**config.mk**
```make
export PLATFORM = sky130hd
export DESIGN_NAME = boot_ctrl
export DESIGN_NICKNAME = d
export VERILOG_FILES = /design/src/rtl/boot_ctrl_pkg.sv /design/src/rtl/boot_ctrl.sv
export SDC_FILE = /design/constraint.sdc
export NUM_CORES = 1
export LEC_CHECK = 0
export BUFFER_PORTS_ARGS = -buffer_cell sky130_fd_sc_hd__buf_4
export CAP_MARGIN = 10
export CORE_MARGIN = 3
export CORE_UTILIZATION = 30
export CTS_CLUSTER_DIAMETER = 50
export DETAILED_ROUTE_END_ITERATION = 10
export GPL_TIMING_DRIVEN = 1
export PLACE_DENSITY = 0.64
export SLEW_MARGIN = 20
export SYNTH_ARGS = -nofsm -noshare
export SYNTH_HDL_FRONTEND = slang
export SYNTH_SLANG_ARGS = --single-unit
```
**constraint.sdc**
```tcl
create_clock -name clk -period 4.65 [get_ports clk]
set_input_delay 0.6975 -clock clk [delete_from_list [all_inputs] [get_ports clk]]
set_output_delay 0.6975 -clock clk [all_outputs]
set_load 0.005 [all_outputs]
```
**src/rtl/boot_ctrl_pkg.sv**
```systemverilog
// Shared boot-sequencer definitions: state encoding visible to debug/status
// decode logic, plus small helpers for decoding the state register.
package boot_ctrl_pkg;

    localparam logic [2:0] BC_IDLE = 3'd0;
    localparam logic [2:0] BC_LOAD = 3'd1;
    localparam logic [2:0] BC_HOLD = 3'd2;
    localparam logic [2:0] BC_RUN  = 3'd3;
    localparam logic [2:0] BC_ERR  = 3'd4;

    typedef enum logic [2:0] {
        ST_IDLE = BC_IDLE,
        ST_LOAD = BC_LOAD,
        ST_HOLD = BC_HOLD,
        ST_RUN  = BC_RUN,
        ST_ERR  = BC_ERR
    } bc_state_e;

    function automatic logic bc_is_busy(input bc_state_e s);
        return (s == ST_LOAD) || (s == ST_HOLD);
    endfunction

    // start is honoured only where no session is in flight
    function automatic logic bc_accepts_start(input bc_state_e s);
        return (s == ST_IDLE) || (s == ST_RUN) || (s == ST_ERR);
    endfunction

endpackage

```
**src/rtl/boot_ctrl.sv**
```systemverilog
// Boot sequencer: holds the core in reset, streams a program image into
// instruction memory from word 0, then releases reset after a settle delay.
module boot_ctrl
    import boot_ctrl_pkg::*;
#(
    parameter int ADDR_WIDTH  = 8,
    parameter int MAX_WORDS   = 256,
    parameter int HOLD_CYCLES = 4
) (
    input  logic                  clk,
    input  logic                  reset,
    input  logic                  start,
    input  logic                  s_valid,
    input  logic [31:0]           s_data,
    input  logic                  s_last,
    output logic                  s_ready,
    output logic                  imem_we,
    output logic [ADDR_WIDTH-1:0] imem_waddr,
    output logic [31:0]           imem_wdata,
    output logic                  core_reset,
    output logic                  busy,
    output logic                  done,
    output logic                  error,
    output logic [ADDR_WIDTH:0]   word_count
);

    localparam int CW = $clog2(HOLD_CYCLES + 1);

    localparam logic [ADDR_WIDTH:0] CNT_ONE   = (ADDR_WIDTH+1)'(1);
    localparam logic [ADDR_WIDTH:0] MAX_LAST  = (ADDR_WIDTH+1)'(MAX_WORDS - 1);
    localparam logic [CW-1:0]       HOLD_ONE  = CW'(1);
    localparam logic [CW-1:0]       HOLD_LAST = CW'(HOLD_CYCLES - 1);

    bc_state_e             state_q, state_d;
    logic [ADDR_WIDTH:0]   word_count_q, word_count_d;
    logic [CW-1:0]         hold_cnt_q, hold_cnt_d;
    logic                  we_q, we_d;
    logic [ADDR_WIDTH-1:0] waddr_q, waddr_d;
    logic [31:0]           wdata_q, wdata_d;
    logic                  accept;

    // The write address is the count of beats already accepted this session;
    // MAX_WORDS <= 2**ADDR_WIDTH keeps the low bits from ever wrapping.
    assign accept = s_valid && (state_q == ST_LOAD);

    always_comb begin
        state_d      = state_q;
        word_count_d = word_count_q;
        hold_cnt_d   = hold_cnt_q;
        we_d         = 1'b0;
        waddr_d      = waddr_q;
        wdata_d      = wdata_q;

        unique case (state_q)
            ST_IDLE, ST_RUN, ST_ERR: begin
                if (start && bc_accepts_start(state_q)) begin
                    state_d      = ST_LOAD;
                    word_count_d = '0;
                    hold_cnt_d   = '0;
                end
            end
            ST_LOAD: begin
                if (accept) begin
                    we_d         = 1'b1;
                    waddr_d      = word_count_q[ADDR_WIDTH-1:0];
                    wdata_d      = s_data;
                    word_count_d = word_count_q + CNT_ONE;
                    // s_last wins: a final beat that exactly fills the image is legal
                    if (s_last) begin
                        state_d    = ST_HOLD;
                        hold_cnt_d = '0;
                    end else if (word_count_q == MAX_LAST) begin
                        state_d = ST_ERR;
                    end
                end
            end
            ST_HOLD: begin
                if (hold_cnt_q == HOLD_LAST) begin
                    state_d = ST_RUN;
                end else begin
                    hold_cnt_d = hold_cnt_q + HOLD_ONE;
                end
            end
            default: begin
                state_d = ST_IDLE;
            end
        endcase
    end

    always_ff @(posedge clk) begin
        if (reset) begin
            state_q      <= ST_IDLE;
            word_count_q <= '0;
            hold_cnt_q   <= '0;
            we_q         <= 1'b0;
            waddr_q      <= '0;
            wdata_q      <= '0;
        end else begin
            state_q      <= state_d;
            word_count_q <= word_count_d;
            hold_cnt_q   <= hold_cnt_d;
            we_q         <= we_d;
            waddr_q      <= waddr_d;
            wdata_q      <= wdata_d;
        end
    end

    assign s_ready    = (state_q == ST_LOAD);
    assign core_reset = (state_q != ST_RUN);
    assign busy       = bc_is_busy(state_q);
    assign done       = (state_q == ST_RUN);
    assign error      = (state_q == ST_ERR);
    assign imem_we    = we_q;
    assign imem_waddr = waddr_q;
    assign imem_wdata = wdata_q;
    assign word_count = word_count_q;

endmodule

```
==> results.cfg, run 1 <==
[clock_tree]
ctsHoldBuffers = 0
cts_buffers = 5
insertion_delay_ns = 0.30
cts_tree = done
cts_root_buffer = clkbuf_8
cts_resized = 0
cts.clk_slew.worst_paths_ns = 0.10
cts.sinks = 56
cts_setup_buffers = 0
clockBufferDepth = 2
h-tree-depth = 2

[synthesis]
synth_edf_count = 0
yosysTopAreaCellShare_pct = 49.3
syn_nets = 325
avgSynthCellArea_um2 = 8.01
synth_async_sr_flop_share_pct = 0
ys_seq_area_share_pct = 49.3
yosys.area.top_type = dfxtp_1
synthesis.area_um2 = 2280
synth_top_cells_by_area = dfxtp_1 49%, nand2_1 15%, a21oi_1 11%
ys_ff_latch = 56
yosysWarnings = 0
synthCells = 284
synth_cell_types = 36
synth_ff_type = dfxtp_1

[sta]
setup-tns-final_ns = 0
maxSlewHeadroom_pct = 33.3
max_slew.worst_pin.slew_ns = 0.996
period_share_pct = 47.5
whs_ns = 0.459
finalSetupViolCount = 0
layout_min_cycle_time_ns = 2.21
rsz0062_at_grt = false
max_freq_mhz = 452
finClkSkew_ns = 0.00607
report.final.slew_viol_count = 0
hold_viol = 0

[worst_setup_path]
cp_max_fo = 18
worst_path_max_delay_cell = dfxtp_1
path_class = register to primary output
cp.required_ns = 3.95
critPathMaxStageDelay_ns = 0.70
end_kind = primary output
start_kind = register
worstPathArrival_ns = 1.51
crit_buf_inv = 1
path_cells = nor3b_2 -> buf_4
crit_family = flip-flops

[routing]
drt_iter0_drc = 86
routed_wl_um = 5650
ant_nets = 0
routed_via_density = 4.59
wl_per_cell_um = 12.2
vias = 2131
dr.pass1.iters = 4
drc = 0

[final_layout]
final_nets = 405
drive_gt1_share_pct = 28.2
syn_to_final_growth_pct = 36.1
n_antenna_cell = 0
nFillCells = 785

[global_routing]
track_usage_pct = 13.1
grt_pass1_vias = 2010
grt_max_degree = 53
grt_pass1_wl_um = 9340
antenna_found_initial = 0
grt-ovfl-total = 0

[floorplanning]
fp-row-count = 31
floorplan.initialDensity_pct = 31.2
top_level_ports = 92
die_h_um = 93.1
core_um2 = 7290
die_area_um2 = 8670
die_x_um = 93.1

[pwr]
p_sw_w = 0.000280
p_leak_nw = 1.28
power_frac_seq_pct = 53.0
powerDensity_nw_per_um2 = 326
power.internal_w = 0.000730
p_sw_share_pct = 27.7
finalPower_w = 0.00101
combPwrFrac_pct = 20.2
vdd_drop_max_mv = 0.170
clockPowerShare_pct = 26.8

[status]
outcome = finished clean

[placed_design]
io_buffers = 91
gp_congestion = 0.798
dp_hpwl_um = 3890

[job]
cap_viol_max_count = 0

[worst_hold_path]
hold_path_class = register to register
## power by group through the flow
stage / registers [W] / logic, W / clock network [W]
floorplan: 0.000536 / 0.000127 / 0
global placement: 0.000545 / 0.000205 / 0
detailed placement: 0.000547 / 0.000208 / 0
CTS: 0.000537 / 0.000209 / 0.000285
global route: 0.000542 / 0.000229 / 0.000301
finish: 0.000536 / 0.000204 / 0.000271
## layout make-up
cell class              count  area, µm²  area share (%)
repair buffers             93        698            22.5
clock buffers               8       90.1            2.91
multi-input cells         204       1050            33.9
inverters                   4       15.0           0.485
well taps                  99        124            4.00
flip-flops and latches     56       1120            36.2
## worst paths after layout
path / endpoint / from / cells after the start / slack, ns
setup / recovery: s_ready / state_q[0] / 2 / 2.44
hold / removal: imem_wdata[19] / imem_wdata[19] / 2 / 0.46
setup reg to reg: word_count[3] / state_q[1] / 4 / 2.47
hold reg to reg: imem_wdata[19] / imem_wdata[19] / 2 / 0.46
## flip-flops by register name, summed over array words and instances, names as in the netlist
signal,cells
imem_we,1
word_count,9
hold_cnt_q,3
imem_wdata,32
state_q,3
imem_waddr,8
## synthesized netlist by cell type, types with 2 or more instances
cell	count
a2bb2oi_1	2
a21oi_1	48
or4_1	2
ha_1	4
o21a_1	2
nand2b_1	2
nor3b_2	2
buf_2	7
a31oi_1	4
mux2_1	3
clkbuf_1	11
and2_1	3
o31ai_1	2
o21ai_0	4
dfxtp_1	56
or3_1	2
nor2_1	12
nand3_1	2
nand2_1	91
nor3_1	3
inv_1	4
nor2b_1	4
## worst reg2reg max path, delay by kind of cell (launching register included)
family / cells / cell delay (ns)
AO/OA/AOI/OAI: 3 / 1.12
flip-flops: 1 / 0.62
multiplexers: 1 / 0.37
## logic make-up (layout without fill, tap and decap cells)
kind of cell	Yosys count	count (layout)	share of synthesized area, %
AOI/OAI and AO/OA	67	67	16.5
and+or+nand+nor	128	128	24.8
muxes	4	4	1.92
buffers and inverters	24	105	4.84
adders and majority gates	4	4	2.20
DFF	56	56	49.3
xor gates and xnor gates	1	1	0.385
## through the flow
| stage | instance area [µm²] | instances | util [%] | setup WS [ns] |
|---|---|---|---|---|
| after floorplan | 2280 | 284 | - | 2.92 |
| after global placement | 3010 | 456 | 41.2 | 2.37 |
| after detailed placement | 3010 | 456 | 41.2 | 2.32 |
| after CTS | 3100 | 464 | 42.5 | 2.42 |
| after global routing | 3100 | 464 | 42.5 | 2.23 |
| final | 3100 | 464 | 42.5 | 2.44 |
## layer usage
layer	global-route usage (%)	share of wire, %	vias up
li1	-	-	1103
met1	16.6	46	962
met2	21.7	46	64
met3	4.18	7.2	2
met4	3.05	0.34	0
met5	0	0	-
## placed cells by master, fill, tap and decap left out, types with 2 or more instances in the layout
| cell | instances |
|---|---|
| ha_1 | 4 |
| mux2_1 | 3 |
| nor3_1 | 3 |
| o21ai_0 | 4 |
| nor2b_1 | 4 |
| nand2b_1 | 2 |
| nor2_1 | 12 |
| nand2_1 | 91 |
| nand3_1 | 2 |
| dfxtp_1 | 56 |
| buf_4 | 93 |
| o21a_1 | 2 |
| o31ai_1 | 2 |
| clkbuf_8 | 6 |
| a31oi_1 | 4 |
| and2_1 | 3 |
| a21oi_1 | 48 |
| a2bb2oi_1 | 2 |
| nor3b_2 | 2 |
| inv_1 | 4 |
| or4_1 | 2 |
| or3_1 | 2 |
| clkbuf_1 | 2 |
Note: power is estimated with default switching activity, not from simulation.
==> run 2, diff against run 1 <==
--- a/config.mk
+++ b/config.mk
@@ -5,6 +5,7 @@
 export SDC_FILE = /design/constraint.sdc
 export NUM_CORES = 1
 export LEC_CHECK = 0
+export ABC_AREA = 1
 export BUFFER_PORTS_ARGS = -buffer_cell sky130_fd_sc_hd__buf_4
 export CAP_MARGIN = 10
 export CORE_MARGIN = 3
@@ -12,7 +13,7 @@
 export CTS_CLUSTER_DIAMETER = 50
 export DETAILED_ROUTE_END_ITERATION = 10
 export GPL_TIMING_DRIVEN = 1
-export PLACE_DENSITY = 0.64
+export PLACE_DENSITY = 0.66
 export SLEW_MARGIN = 20
 export SYNTH_ARGS = -nofsm -noshare
 export SYNTH_HDL_FRONTEND = slang
==> constraint.sdc (replaced) <==
create_clock -name clk -period 1.8 [get_ports clk]
set_input_delay 0.27 -clock clk [delete_from_list [all_inputs] [get_ports clk]]
set_output_delay 0.27 -clock clk [all_outputs]
set_load 0.005 [all_outputs]
==> run 2 against run 1 <==
Compared with the run above:
- hold slack got worse by 0.26 ns
- cell count rose by 5.6%
- wire length rose by 3.7%
==> results.cfg, run 2 <==
[status]
outcome = finished clean

[routing]
ant_nets = 0
drt_iter0_drc = 74
routed_via_density = 4.44
dr.pass1.iters = 4
wl_per_cell_um = 12.0
routed_wl_um = 5870
vias = 2175
drc = 0

[final_layout]
final_nets = 435
largest_register_ffs = 32
layout_common_cells = 97 x buf_4, 96 x nor2_1, 54 x dfxtp_1, 43 x o21ai_0, 32 x nand2_1
syn_to_final_growth_pct = 41.5
n_antenna_cell = 0
final_common_cell = buf_4
nFillCells = 736
drive_gt1_share_pct = 30.7
utilization_pct = 45.3

[worst_setup_path]
cp.required_ns = 2.04
path_class = register to register
timing.rr.end = state_q[0]
reg2reg_slack_ns = 0.1
reg2reg_from = word_count[1]
reg2reg_depth = 14
worstPathArrival_ns = 1.94
cp_max_fo = 5
end_kind = register
start_kind = register

[sta]
finalSetupViolCount = 0
period_share_pct = 94.6
setup_ws_ns = 0.0974
finClkSkew_ns = 0.00957
maxSlewHeadroom_pct = 76.5
max_freq_mhz = 587
layout_min_cycle_time_ns = 1.70
report.final.slew_viol_count = 0
hold_viol = 0
rsz0062_at_grt = true
max_slew.worst_pin.slew_ns = 0.350
whs_ns = 0.200
setup-tns-final_ns = 0

[global_routing]
grt-ovfl-total = 0
grt_max_degree = 42
grt_pass1_vias = 1994
grt_pass1_wl_um = 9080
antenna_found_initial = 0
track_usage_pct = 13.2

[floorplanning]
top_level_ports = 92
die_area_um2 = 8570
die_x_um = 92.6
floorplan.initialDensity_pct = 32.0
core_um2 = 7020
die_h_um = 92.6
fp-row-count = 30

[clock_tree]
insertion_delay_ns = 0.30
cts.sinks = 56
clockBufferDepth = 2
cts_buffers = 5
cts.clk_slew.worst_paths_ns = 0.10
cts_root_buffer = clkbuf_8
h-tree-depth = 2
cts_tree = done

[placed_design]
io_buffers = 91
dp_slack_ns = 0.110
dp_hpwl_um = 4300
gp_congestion = 0.760

[worst_hold_path]
holdPathEnd = word_count[3]
hold_path_startpoint = reset
hold_path_class = input pin to register
hold_depth = 2

[synthesis]
yosys.area.top_type = dfxtp_1
synthesis.area_um2 = 2250
synth_async_sr_flop_share_pct = 0
yosysWarnings = 0
ys_ff_latch = 56
synth.most_common_cell = nor2_1
synth_cell_types = 23
synth_edf_count = 0
avgSynthCellArea_um2 = 7.45
synth_top_cells_by_area = dfxtp_1 50%, nor2_1 16%, o21ai_0 9.6%
ys_top_cells_by_count = 96 x nor2_1, 56 x dfxtp_1, 43 x o21ai_0
synthCells = 302
ys_seq_area_share_pct = 49.9
yosysTopAreaCellShare_pct = 49.9
synth_ff_type = dfxtp_1
syn_nets = 343

[pwr]
powerDensity_nw_per_um2 = 1190
p_leak_nw = 1.45
vdd_drop_max_mv = 0.403

[job]
cap_viol_max_count = 0
[run 2: cell count changes after synthesis, sizes merged, moves of 4 or more]
cell	change
nor2	+84
nand2	-54
o21ai	+41
a21oi	-35
inv	+16
nand3	+6
a31oi	-4
nand4	+4
nor2b	-4
[run 2: timing repair]
| item | in CTS | in global routing |
|---|---|---|
| resized for setup | 0 | 10 |
| endpoints found under the setup margin | 0 | 3 |
| setup buffers | 0 | 1 |
| hold buffers | 0 | 0 |
[run 2: worst max-delay path by stage]
| stage | start | end | slack [ns] | depth (start not counted) |
|---|---|---|---|---|
| final | word_count[1] | state_q[0] | 0.1 | 14 |
| after global routing | word_count[0] | state_q[0] | -0.08 | 14 |
| after CTS | word_count[0] | state_q[0] | 0.08 | 14 |
| after detailed placement | word_count[0] | state_q[0] | 0.11 | 13 |
| after global placement | word_count[0] | state_q[1] | 0.17 | 13 |
| after floorplan | word_count[0] | state_q[0] | 0.18 | 13 |
[run 2: worst max-delay path, cell delays in order, from the launching register on]
cell and delay (ns):
dfxtp_2 0.37, ha_4 0.16, nand2_4 0.06, nor3_4 0.17
nand2_1 0.08, nor2_1 0.12, ha_2 0.17, inv_1 0.03
nand4_1 0.05, nand2_1 0.05, inv_1 0.06, nand2_2 0.08
nand2_1 0.08, nand2_1 0.04, nor2_1 0.10
[run 2: cells by family after synthesis]
logic type / synth area share (%)
xor gates and xnor gates: 0.390
DFF: 49.9
buffers and inverters: 6.73
adders and majority gates: 2.23
AOI/OAI and AO/OA: 14.0
and+or+nand+nor: 26.8
[run 2: area by class of cell]
type | count | area (µm²) | share of cell area [%]
sequential | 56 | 1120 | 35.3
clock inverter | 1 | 8.76 | 0.275
inverter | 20 | 75.1 | 2.36
clock buffer | 6 | 72.6 | 2.28
timing repair buffer | 99 | 768 | 24.2
tap | 96 | 120 | 3.78
multi-input combinational | 212 | 1010 | 31.8
[run 2: layer usage]
metal	GRT usage [%]	up-vias	wire length (µm)
met4	4.46	0	66
met3	2.76	6	263
met5	0	-	0
met2	24.1	44	3010
li1	-	1146	-
met1	15.1	979	2530
[run 2: power breakdown]
part	internal, W	leakage [nW]	switching, W
combinational	0.000679	0.954	0.000764
sequential	0.00151	0.457	0.000150
clock	0.000274	0.0417	0.000395
total	0.00246	1.45	0.00131
[run 2: stage by stage]
stage               total power, W  area [µm²]  cells
global placement           0.00311        3050    482
floorplan                  0.00247        2250    302
CTS                        0.00382        3130    489
global route               0.00407        3180    490
finish                     0.00377        3180    490
detailed placement         0.00314        3050    482
==> run 3, diff against run 2 <==
--- a/config.mk
+++ b/config.mk
@@ -8,12 +8,14 @@
 export ABC_AREA = 1
 export BUFFER_PORTS_ARGS = -buffer_cell sky130_fd_sc_hd__buf_4
 export CAP_MARGIN = 10
+export CELL_PAD_IN_SITES_DETAIL_PLACEMENT = 0
+export CELL_PAD_IN_SITES_GLOBAL_PLACEMENT = 1
 export CORE_MARGIN = 3
 export CORE_UTILIZATION = 30
 export CTS_CLUSTER_DIAMETER = 50
 export DETAILED_ROUTE_END_ITERATION = 10
 export GPL_TIMING_DRIVEN = 1
-export PLACE_DENSITY = 0.66
+export PLACE_DENSITY = 0.86
 export SLEW_MARGIN = 20
 export SYNTH_ARGS = -nofsm -noshare
 export SYNTH_HDL_FRONTEND = slang
==> run 3 against run 2 <==
Compared with the run above:
- combinational power about the same
- register-to-register slack got worse by 0.02 ns
- worst setup slack got worse by 0.021 ns
- sequential share of layout area decreased by 0.33 points
- sequential power about the same
- clock-buffer cell count increased by 1
- critical endpoint is now state_q[1]
==> results.cfg, run 3 (synthesized netlist as in run 2, its figures left out) <==
[status]
outcome = finished clean

[final_layout]
utilization_pct = 45.7
layout_common_cells = 99 x buf_4, 95 x nor2_1, 54 x dfxtp_1, 43 x o21ai_0, 32 x nand2_1
final_nets = 437
multi_input_area_um2 = 1010
n_antenna_cell = 0
seq_area_um2 = 1120
drive_gt1_share_pct = 31.5
syn_to_final_growth_pct = 42.8
final_common_cell = buf_4
largest_register_ffs = 32
nFillCells = 736

[pwr]
vdd_drop_max_mv = 0.519
p_leak_nw = 1.47
power.internal_w = 0.00251
powerDensity_nw_per_um2 = 1190
clockPowerShare_pct = 18.6
combPwrFrac_pct = 37.9
power_frac_seq_pct = 43.5
p_sw_w = 0.00131
p_sw_share_pct = 34.4

[sta]
rsz0062_at_grt = true
maxSlewHeadroom_pct = 74.0
layout_min_cycle_time_ns = 1.72
report.final.slew_viol_count = 0
max_slew.worst_pin.slew_ns = 0.387
max_freq_mhz = 580
period_share_pct = 95.7
finClkSkew_ns = 0.00434
hold_viol = 0
finalSetupViolCount = 0
setup_ws_ns = 0.0769

[floorplanning]
floorplan.initialDensity_pct = 32.0
core_um2 = 7020
die_area_um2 = 8570
top_level_ports = 92
die_x_um = 92.6
die_h_um = 92.6
fp-row-count = 30

[worst_setup_path]
cp_max_fo = 5
crit_buf_inv = 2
path_class = register to register
worstPathArrival_ns = 1.97
crit_path_start = word_count[1]
crit_family = simple AND/OR/NAND/NOR gates
cp.required_ns = 2.05
reg2reg_from = word_count[1]
start_kind = register
worst_path_max_delay_cell = dfxtp_2
end_kind = register
critPathMaxStageDelay_ns = 0.36
path_cells = ha_4 -> nand2_4 -> nor3_4 -> nand2_1 -> nor2_2 -> ha_2 -> inv_1 -> nand4_1 -> nand2_1 -> inv_1 -> nand2_2 -> nand2_1 -> nand2_1 -> nor2_1
crit_path_frequent_cell = nand2_1

[clock_tree]
h-tree-depth = 2
cts.clk_slew.worst_paths_ns = 0.10
cts_tree = done
clockBufferDepth = 2
cts_buffers = 5
insertion_delay_ns = 0.30
cts.sinks = 56
cts_root_buffer = clkbuf_8

[global_routing]
track_usage_pct = 13.8
antenna_found_initial = 0
grt-ovfl-total = 0
grt_max_degree = 39
grt_pass1_wl_um = 9550
grt_pass1_vias = 2073

[worst_hold_path]
hold_path_startpoint = reset
hold_path_class = input pin to register

[routing]
dr.pass1.iters = 4
routed_via_density = 4.50
vias = 2218
drt_iter0_drc = 97
wl_per_cell_um = 12.3
ant_nets = 0
drc = 0
routed_wl_um = 6070

[placed_design]
dp_slack_ns = 0.0873
io_buffers = 91
gp_congestion = 0.755
dp_hpwl_um = 4320

[job]
cap_viol_max_count = 0
-- run 3: layout make-up --
| cell class | count | area share [%] |
|---|---|---|
| multi-input cells | 212 | 31.6 |
| flip-flops and latches | 56 | 35.0 |
| repair buffers | 101 | 24.4 |
| well taps | 96 | 3.74 |
| clock inverters | 1 | 0.234 |
| clock buffers | 7 | 2.69 |
| inverters | 20 | 2.34 |
-- run 3: through the flow --
| step | hold slack, ns | std cells | power, W | instance area (µm²) | setup TNS [ns] |
|---|---|---|---|---|---|
| floorplan | 0.339 | 302 | 0.00247 | 2250 | 0 |
| global placement | 0.451 | 483 | 0.00312 | 3060 | 0 |
| detailed placement | 0.452 | 483 | 0.00315 | 3060 | 0 |
| CTS | 0.187 | 491 | 0.00387 | 3150 | 0 |
| global route | 0.198 | 493 | 0.00412 | 3210 | -0.235 |
| finish | 0.197 | 493 | 0.00382 | 3210 | 0 |
-- run 3: final timing paths --
path                   endpoint  slack, ns  cells past startpoint
hold reg to reg   hold_cnt_q[2]       0.46                      2
setup / recovery     state_q[1]       0.08                     14
hold / removal    hold_cnt_q[2]       0.20                      2
setup reg to reg     state_q[1]       0.08                     14
-- run 3: routing by layer --
| metal | vias up | wire, µm | GRT usage (%) |
|---|---|---|---|
| li1 | 1146 | - | - |
| met5 | - | 0 | 0 |
| met1 | 1014 | 2580 | 15.8 |
| met4 | 0 | 65 | 4.46 |
| met2 | 53 | 3090 | 25.0 |
| met3 | 5 | 333 | 3.25 |
-- run 3: power by group through the flow --
stage               Clock [W]  Sequential, W  Combinational [W]
floorplan                   0        0.00170           0.000772
global placement            0        0.00168            0.00144
detailed placement          0        0.00169            0.00146
CTS                  0.000747        0.00166            0.00146
global route         0.000792        0.00170            0.00162
finish               0.000710        0.00166            0.00145
-- run 3: repair_timing --
| item | 4_1_cts | 5_1_grt |
|---|---|---|
| setup endpoints to repair | 0 | 3 |
| hold endpoints to repair | 0 | 0 |
| gates resized for setup | 0 | 11 |
| hold buffers | 0 | 0 |
| buffers inserted | 0 | 2 |
